[config.mk]
export PLATFORM = sky130hd
export DESIGN_NAME = mem_port_arbiter_flat
export DESIGN_NICKNAME = d
export VERILOG_FILES = /design/src/rtl/mem_port_arbiter_if.sv /design/src/rtl/mem_port_arbiter.sv /design/src/flat_wrapper.sv
export SDC_FILE = /design/constraint.sdc
export NUM_CORES = 1
export LEC_CHECK = 0
export CAP_MARGIN = 20
export CORE_MARGIN = 1
export CORE_UTILIZATION = 45
export CTS_CLUSTER_SIZE = 10
export DETAILED_ROUTE_END_ITERATION = 8
export GPL_ROUTABILITY_DRIVEN = 0
export GPL_TIMING_DRIVEN = 0
export PLACE_DENSITY = 0.86
export SLEW_MARGIN = 30
export SYNTH_ARGS = -nofsm -noshare
export SYNTH_HDL_FRONTEND = slang
export SYNTH_SLANG_ARGS = --single-unit
[constraint.sdc]
create_clock -name clk -period 3.35 [get_ports clk]
set_input_delay 1.005 -clock clk [delete_from_list [all_inputs] [get_ports clk]]
set_output_delay 1.005 -clock clk [all_outputs]
set_load 0.005 [all_outputs]
[src/rtl/mem_port_arbiter_if.sv]
// Bundle of the two requester ports and the memory-macro port of mem_port_arbiter.
// slave is the arbiter's view; master is the requesters-plus-memory view.
interface mem_port_arbiter_if #(
  parameter int ADDR_W = 32,
  parameter int DATA_W = 32
);
  logic              if_req;
  logic [ADDR_W-1:0] if_addr;
  logic [DATA_W-1:0] if_rdata;
  logic              if_ack;
  logic              d_req;
  logic              d_we;
  logic [ADDR_W-1:0] d_addr;
  logic [DATA_W-1:0] d_wdata;
  logic [DATA_W-1:0] d_rdata;
  logic              d_ack;
  logic              mem_en;
  logic              mem_we;
  logic [ADDR_W-1:0] mem_addr;
  logic [DATA_W-1:0] mem_wdata;
  logic [DATA_W-1:0] mem_rdata;
  logic              busy;

  modport slave (
    input  if_req, if_addr, d_req, d_we, d_addr, d_wdata, mem_rdata,
    output if_rdata, if_ack, d_rdata, d_ack, mem_en, mem_we, mem_addr, mem_wdata, busy
  );

  modport master (
    output if_req, if_addr, d_req, d_we, d_addr, d_wdata, mem_rdata,
    input  if_rdata, if_ack, d_rdata, d_ack, mem_en, mem_we, mem_addr, mem_wdata, busy
  );
endinterface

[src/rtl/mem_port_arbiter.sv]
// Shares one single-ported memory between instruction fetch and load/store traffic.
// Optional feature: define MEM_ARB_RR_EN for round-robin instead of data-first priority.
module mem_port_arbiter #(
  parameter int ADDR_W  = 32,
  parameter int DATA_W  = 32,
  parameter int MEM_LAT = 2
) (
  input  logic                clk,
  input  logic                rst_n,
  mem_port_arbiter_if.slave   bus
);

  localparam logic [1:0] IDLE = 2'd0;
  localparam logic [1:0] BUSY = 2'd1;
  localparam logic [1:0] ACK  = 2'd2;

  localparam logic [3:0] LAT_LOAD = 4'(MEM_LAT - 1);

  logic [1:0] state;
  logic [3:0] cnt;
  logic       grant_d;
  logic       start;
  logic       pick_d;

  assign start = (state == IDLE) && (bus.if_req || bus.d_req);

`ifdef MEM_ARB_RR_EN
  // 1 = data was granted last; a tie goes to whichever side did not win last time.
  logic last_grant_d;

  always_ff @(posedge clk or negedge rst_n) begin
    if (!rst_n)     last_grant_d <= 1'b1;
    else if (start) last_grant_d <= pick_d;
  end

  assign pick_d = bus.d_req && !(bus.if_req && last_grant_d);
`else
  assign pick_d = bus.d_req;
`endif

  // NOTE: all state and output registers use non-blocking assignments so every
  // register samples pre-edge values, independent of statement order.
  always_ff @(posedge clk or negedge rst_n) begin
    if (!rst_n) begin
      state         <= IDLE;
      cnt           <= '0;
      grant_d       <= 1'b0;
      bus.mem_en    <= 1'b0;
      bus.mem_we    <= 1'b0;
      bus.mem_addr  <= {ADDR_W{1'b0}};
      bus.mem_wdata <= {DATA_W{1'b0}};
      bus.if_ack    <= 1'b0;
      bus.d_ack     <= 1'b0;
      bus.if_rdata  <= {DATA_W{1'b0}};
      bus.d_rdata   <= {DATA_W{1'b0}};
      bus.busy      <= 1'b0;
    end else begin
      case (state)
        IDLE: begin
          if (start) begin
            state      <= BUSY;
            cnt        <= LAT_LOAD;
            grant_d    <= pick_d;
            bus.mem_en <= 1'b1;
            bus.busy   <= 1'b1;
            if (pick_d) begin
              bus.mem_we    <= bus.d_we;
              bus.mem_addr  <= bus.d_addr;
              bus.mem_wdata <= bus.d_wdata;
            end else begin
              bus.mem_we    <= 1'b0;
              bus.mem_addr  <= bus.if_addr;
              bus.mem_wdata <= {DATA_W{1'b0}};
            end
          end
        end
        BUSY: begin
          if (cnt == 4'd0) begin
            // Read data is valid only on the edge that ends the last BUSY cycle.
            if (grant_d) begin
              if (!bus.mem_we) bus.d_rdata <= bus.mem_rdata;
              bus.d_ack <= 1'b1;
            end else begin
              bus.if_rdata <= bus.mem_rdata;
              bus.if_ack   <= 1'b1;
            end
            bus.mem_en <= 1'b0;
            bus.mem_we <= 1'b0;
            state      <= ACK;
          end else begin
            cnt <= cnt - 4'd1;
          end
        end
        ACK: begin
          bus.if_ack <= 1'b0;
          bus.d_ack  <= 1'b0;
          bus.busy   <= 1'b0;
          state      <= IDLE;
        end
        default: state <= IDLE;
      endcase
    end
  end

endmodule
[src/flat_wrapper.sv]
// flat-port wrapper written by rule: the top's interface ports become plain ports
module mem_port_arbiter_flat 
#(
  parameter int ADDR_W  = 32,
  parameter int DATA_W  = 32,
  parameter int MEM_LAT = 2
)
  (clk, rst_n, bus_if_req, bus_if_addr, bus_d_req, bus_d_we, bus_d_addr, bus_d_wdata, bus_mem_rdata, bus_if_rdata, bus_if_ack, bus_d_rdata, bus_d_ack, bus_mem_en, bus_mem_we, bus_mem_addr, bus_mem_wdata, bus_busy);
  mem_port_arbiter_if #(.ADDR_W(ADDR_W), .DATA_W(DATA_W)) bus_i ();
  input  logic clk;
  input  logic rst_n;
  input wire logic [$bits(bus_i.if_req)-1:0] bus_if_req;
  input wire logic [$bits(bus_i.if_addr)-1:0] bus_if_addr;
  input wire logic [$bits(bus_i.d_req)-1:0] bus_d_req;
  input wire logic [$bits(bus_i.d_we)-1:0] bus_d_we;
  input wire logic [$bits(bus_i.d_addr)-1:0] bus_d_addr;
  input wire logic [$bits(bus_i.d_wdata)-1:0] bus_d_wdata;
  input wire logic [$bits(bus_i.mem_rdata)-1:0] bus_mem_rdata;
  output wire logic [$bits(bus_i.if_rdata)-1:0] bus_if_rdata;
  output wire logic [$bits(bus_i.if_ack)-1:0] bus_if_ack;
  output wire logic [$bits(bus_i.d_rdata)-1:0] bus_d_rdata;
  output wire logic [$bits(bus_i.d_ack)-1:0] bus_d_ack;
  output wire logic [$bits(bus_i.mem_en)-1:0] bus_mem_en;
  output wire logic [$bits(bus_i.mem_we)-1:0] bus_mem_we;
  output wire logic [$bits(bus_i.mem_addr)-1:0] bus_mem_addr;
  output wire logic [$bits(bus_i.mem_wdata)-1:0] bus_mem_wdata;
  output wire logic [$bits(bus_i.busy)-1:0] bus_busy;
  assign bus_i.if_req = bus_if_req;
  assign bus_i.if_addr = bus_if_addr;
  assign bus_i.d_req = bus_d_req;
  assign bus_i.d_we = bus_d_we;
  assign bus_i.d_addr = bus_d_addr;
  assign bus_i.d_wdata = bus_d_wdata;
  assign bus_i.mem_rdata = bus_mem_rdata;
  assign bus_if_rdata = bus_i.if_rdata;
  assign bus_if_ack = bus_i.if_ack;
  assign bus_d_rdata = bus_i.d_rdata;
  assign bus_d_ack = bus_i.d_ack;
  assign bus_mem_en = bus_i.mem_en;
  assign bus_mem_we = bus_i.mem_we;
  assign bus_mem_addr = bus_i.mem_addr;
  assign bus_mem_wdata = bus_i.mem_wdata;
  assign bus_busy = bus_i.busy;
  mem_port_arbiter #(.ADDR_W(ADDR_W), .DATA_W(DATA_W), .MEM_LAT(MEM_LAT)) u_core (.clk(clk), .rst_n(rst_n), .bus(bus_i));
endmodule
==> results.md <==
* Hold Path Depth at 1
* Startpoint Class: register
* Share of layout cells above drive strength 1 at around 18%
* GRT Resource Usage Total at about a quarter
* Number of nets still failing antenna checks after routing at 0
* Layout area overhead at 60.9%
* Vias in the first global route at roughly 4,800
* Placed Cells at around 840
* Syn Area/Cell at 14.2 um2
* Crit path depth at 1
* Status: completed
* Sequential power share at 34.6%
* Min Hold Slack at 480 ps
* Post-CTS setup buffers at 0
* Layout Cells excl Fill at 870
* Bufs on Longest Clock Path at 2
* DPL Wire Length at between 10,000 and 15,000 um
* Worst Path Arrival at about 1400 ps
* Num Clock Sinks at 140
* Top_reg_cell synth: dfrtp_1
* CTS tree: done
* CP Class: register to output port
* Fmax achieved at 425 MHz
* Hold_sp: u_core.bus.mem_en
* Slowest CP cell: clkdlybuf4s50_1
* Sw power at about 2.6 mW
* Comb power frac at 43.2%
* Leakage at roughly 4 nW
* Starting DRT DRC Count at ~230
* Total Neg Setup Slack at 0 ps
* Vias post-DR at approximately 4,400
* Ports at about 270
* Final Util at between 70% and 80%
* Slew @ Worst Pin at ~700 ps
* Gr ovfl total at 0
* Hold-fix buffers, CTS at 0
* Synth warn at 0
* Int Pwr at between 6 and 7 mW
* Pin count of the biggest net entering global routing at between 70 and 80
* Required time of the worst setup path at 2340 ps
* Post-Synthesis Cells at 405
* DRT Pass-1 Iters at 4
* Root buffer cell: clkbuf_16
* Post-synth top area share at 61.0%
* Worst-Skew Late Latency at about 400 ps
* H-tree Lvls at 4
* Final wirelength at approximately 16,000 um
* R2r startpoint: u_core.cnt[0]
* Seq cells post-synth at 140
* # rows at 40
* Total of max-cap violations at 0
* Core region area at 0.0122 mm2
* Sequential fraction of the synthesis area at between 60% and 70%
* Final setup fails at 0
* PostCTS Resize Cnt at 0
* Overall die width at 115 um
* Clk pwr share at 22.2%
* Critical path cell sequence: clkdlybuf4s50_1
* Yosys top cell by area: dfrtp_1
* Worst R2R Path Depth at 6
* Clock-pin slew on the worst setup and hold paths at approximately 60 ps
* Pwr/cell area at ~940 mW/mm2
* WL/cell at about 18 um
* Antenna fix cells at 0
* Mapped cell area at approximately 0.0057 mm2
* Switching part of the total at 29.8%
* # nets final at ~820
* First-pass GRT wire length at around 25,000 um
* Clock period minus worst slack at 2350 ps
* Post-Syn Nets at between 500 and 600
* Commonest non-fill, non-tap cells in the layout: clkdlybuf4s50_1 (263), dfrtp_1 (140), a21oi_1 (67)
* Clk_skew at approximately 7.3 ps
* Yosys cell types at 33
* Crit. End Element: output port
* Max VDD drop at between 500 and 600 uV
* DRC at 0
* Via-to-Cell Ratio at around 5.1
* Most common cell after layout, fill and taps aside: clkdlybuf4s50_1
* Total CTS buffers at 17
* Crit. Startpoint: u_core.bus.if_rdata[6]
* Worst min-delay path class: register to register
* Asr flop ratio synth at 100%
* Fin crit share at 70.2%
* Post-synth EDFFs at 0
* FILL cells at between 700 and 800
* Power Total at roughly 8.7 mW
* Top post-synthesis cells by area: dfrtp_1 (61%), mux2_4 (7.8%), mux2_2 (6.7%), a21oi_1 (5.8%), mux2i_1 (5.6%)
* Antenna violations before repair at 0
* Rel. slew slack at a little over half
* Max stage delay on crit path at 540 ps
* Starting Density at about 47%
* Die area at around 0.013 mm2
* Critical path's top delay family: buffers and inverters
* Buf/Inv on CP at 1
* Crit-path max FO at 2
* Pins Over Slew Limit at 0
* Die Ht at 115 um
* Final hold viol count at 0
* RSZ-0062 raised after global routing: false
* # port buffers at about 260
## area by class of cell
| class | count | area (um2) | share of cell area [%] |
|---|---|---|---|
| multi-input cells | 233 | 2050 | 22.1 |
| clock inverters | 15 | 188 | 2.03 |
| plain buffers | 28 | 179 | 1.94 |
| flip-flops and latches | 140 | 3500 | 37.9 |
| inverters | 4 | 15.0 | 0.162 |
| well taps | 168 | 210 | 2.27 |
| clock buffers | 17 | 425 | 4.60 |
| repair buffers | 265 | 2680 | 28.9 |
## Yosys cell counts, types with 2 or more instances
library cell	count
a21o_1	2
a21oi_1	67
a22o_1	33
and2_1	2
buf_1	2
buf_2	11
buf_4	2
buf_6	7
clkbuf_1	6
dfrtp_1	140
ha_1	2
inv_1	4
mux2_2	34
mux2_4	30
mux2i_1	32
nand2_1	8
nand2b_1	3
nor3_1	4
o21ai_0	2
## power by group through the flow
stage	logic, mW	registers [mW]	clock network [mW]
6_report	3.75	3.01	1.93
5_1_grt	4.04	3.09	2.04
4_1_cts	3.79	3.01	1.96
3_5_place_dp	3.74	3.00	0
3_3_place_gp	3.62	2.96	0
2_1_floorplan	1.53	3.02	0
## stage by stage
step / setup slack (ps) / area, um2
after global placement: -4010 / 8600
after global routing: 938 / 9240
final: 999 / 9240
after CTS: 967 / 9240
after floorplan: 1220 / 5740
after detailed placement: 735 / 8630
## state kept, by name, indices dropped and copies added, names as in the netlist
signal,cells
u_core.bus.d_ack,1
u_core.bus.mem_addr,32
u_core.bus.d_rdata,32
u_core.bus.if_ack,1
u_core.bus.mem_wdata,32
u_core.cnt,4
u_core.bus.mem_en,1
u_core.bus.if_rdata,32
u_core.bus.mem_we,1
u_core.grant_d,1
u_core.state,2
u_core.bus.busy,1
## layer usage
| layer | GRT usage (%) | up-vias | part of all wire (%) |
|---|---|---|---|
| met5 | 0 | - | 0 |
| met4 | 9.87 | 0 | 2.8 |
| met3 | 9.49 | 34 | 7.8 |
| met2 | 44.6 | 200 | 52 |
| met1 | 27.4 | 2174 | 37 |
| li1 | - | 2036 | - |
## logic make-up (layout without fill, tap and decap cells)
logic type | after synthesis | in the layout | share of synthesized area (%)
flops | 140 | 140 | 61.0
mux | 96 | 96 | 20.1
fa+ha+maj | 2 | 2 | 0.436
compound gates | 107 | 107 | 11.8
buf+inv | 32 | 329 | 3.38
simple gates | 28 | 28 | 3.35
## worst paths after layout
check	slack, ps	to
hold reg to reg	480	u_core.bus.mem_en
setup reg to reg	1350	u_core.bus.d_rdata[2]
max in group asynchronous	2090	u_core.bus.if_rdata[2]
setup / recovery	1000	bus_if_rdata[6]
min in group asynchronous	520	u_core.bus.d_rdata[20]
hold / removal	480	u_core.bus.mem_en
Note: power is estimated with default switching activity, not from simulation.
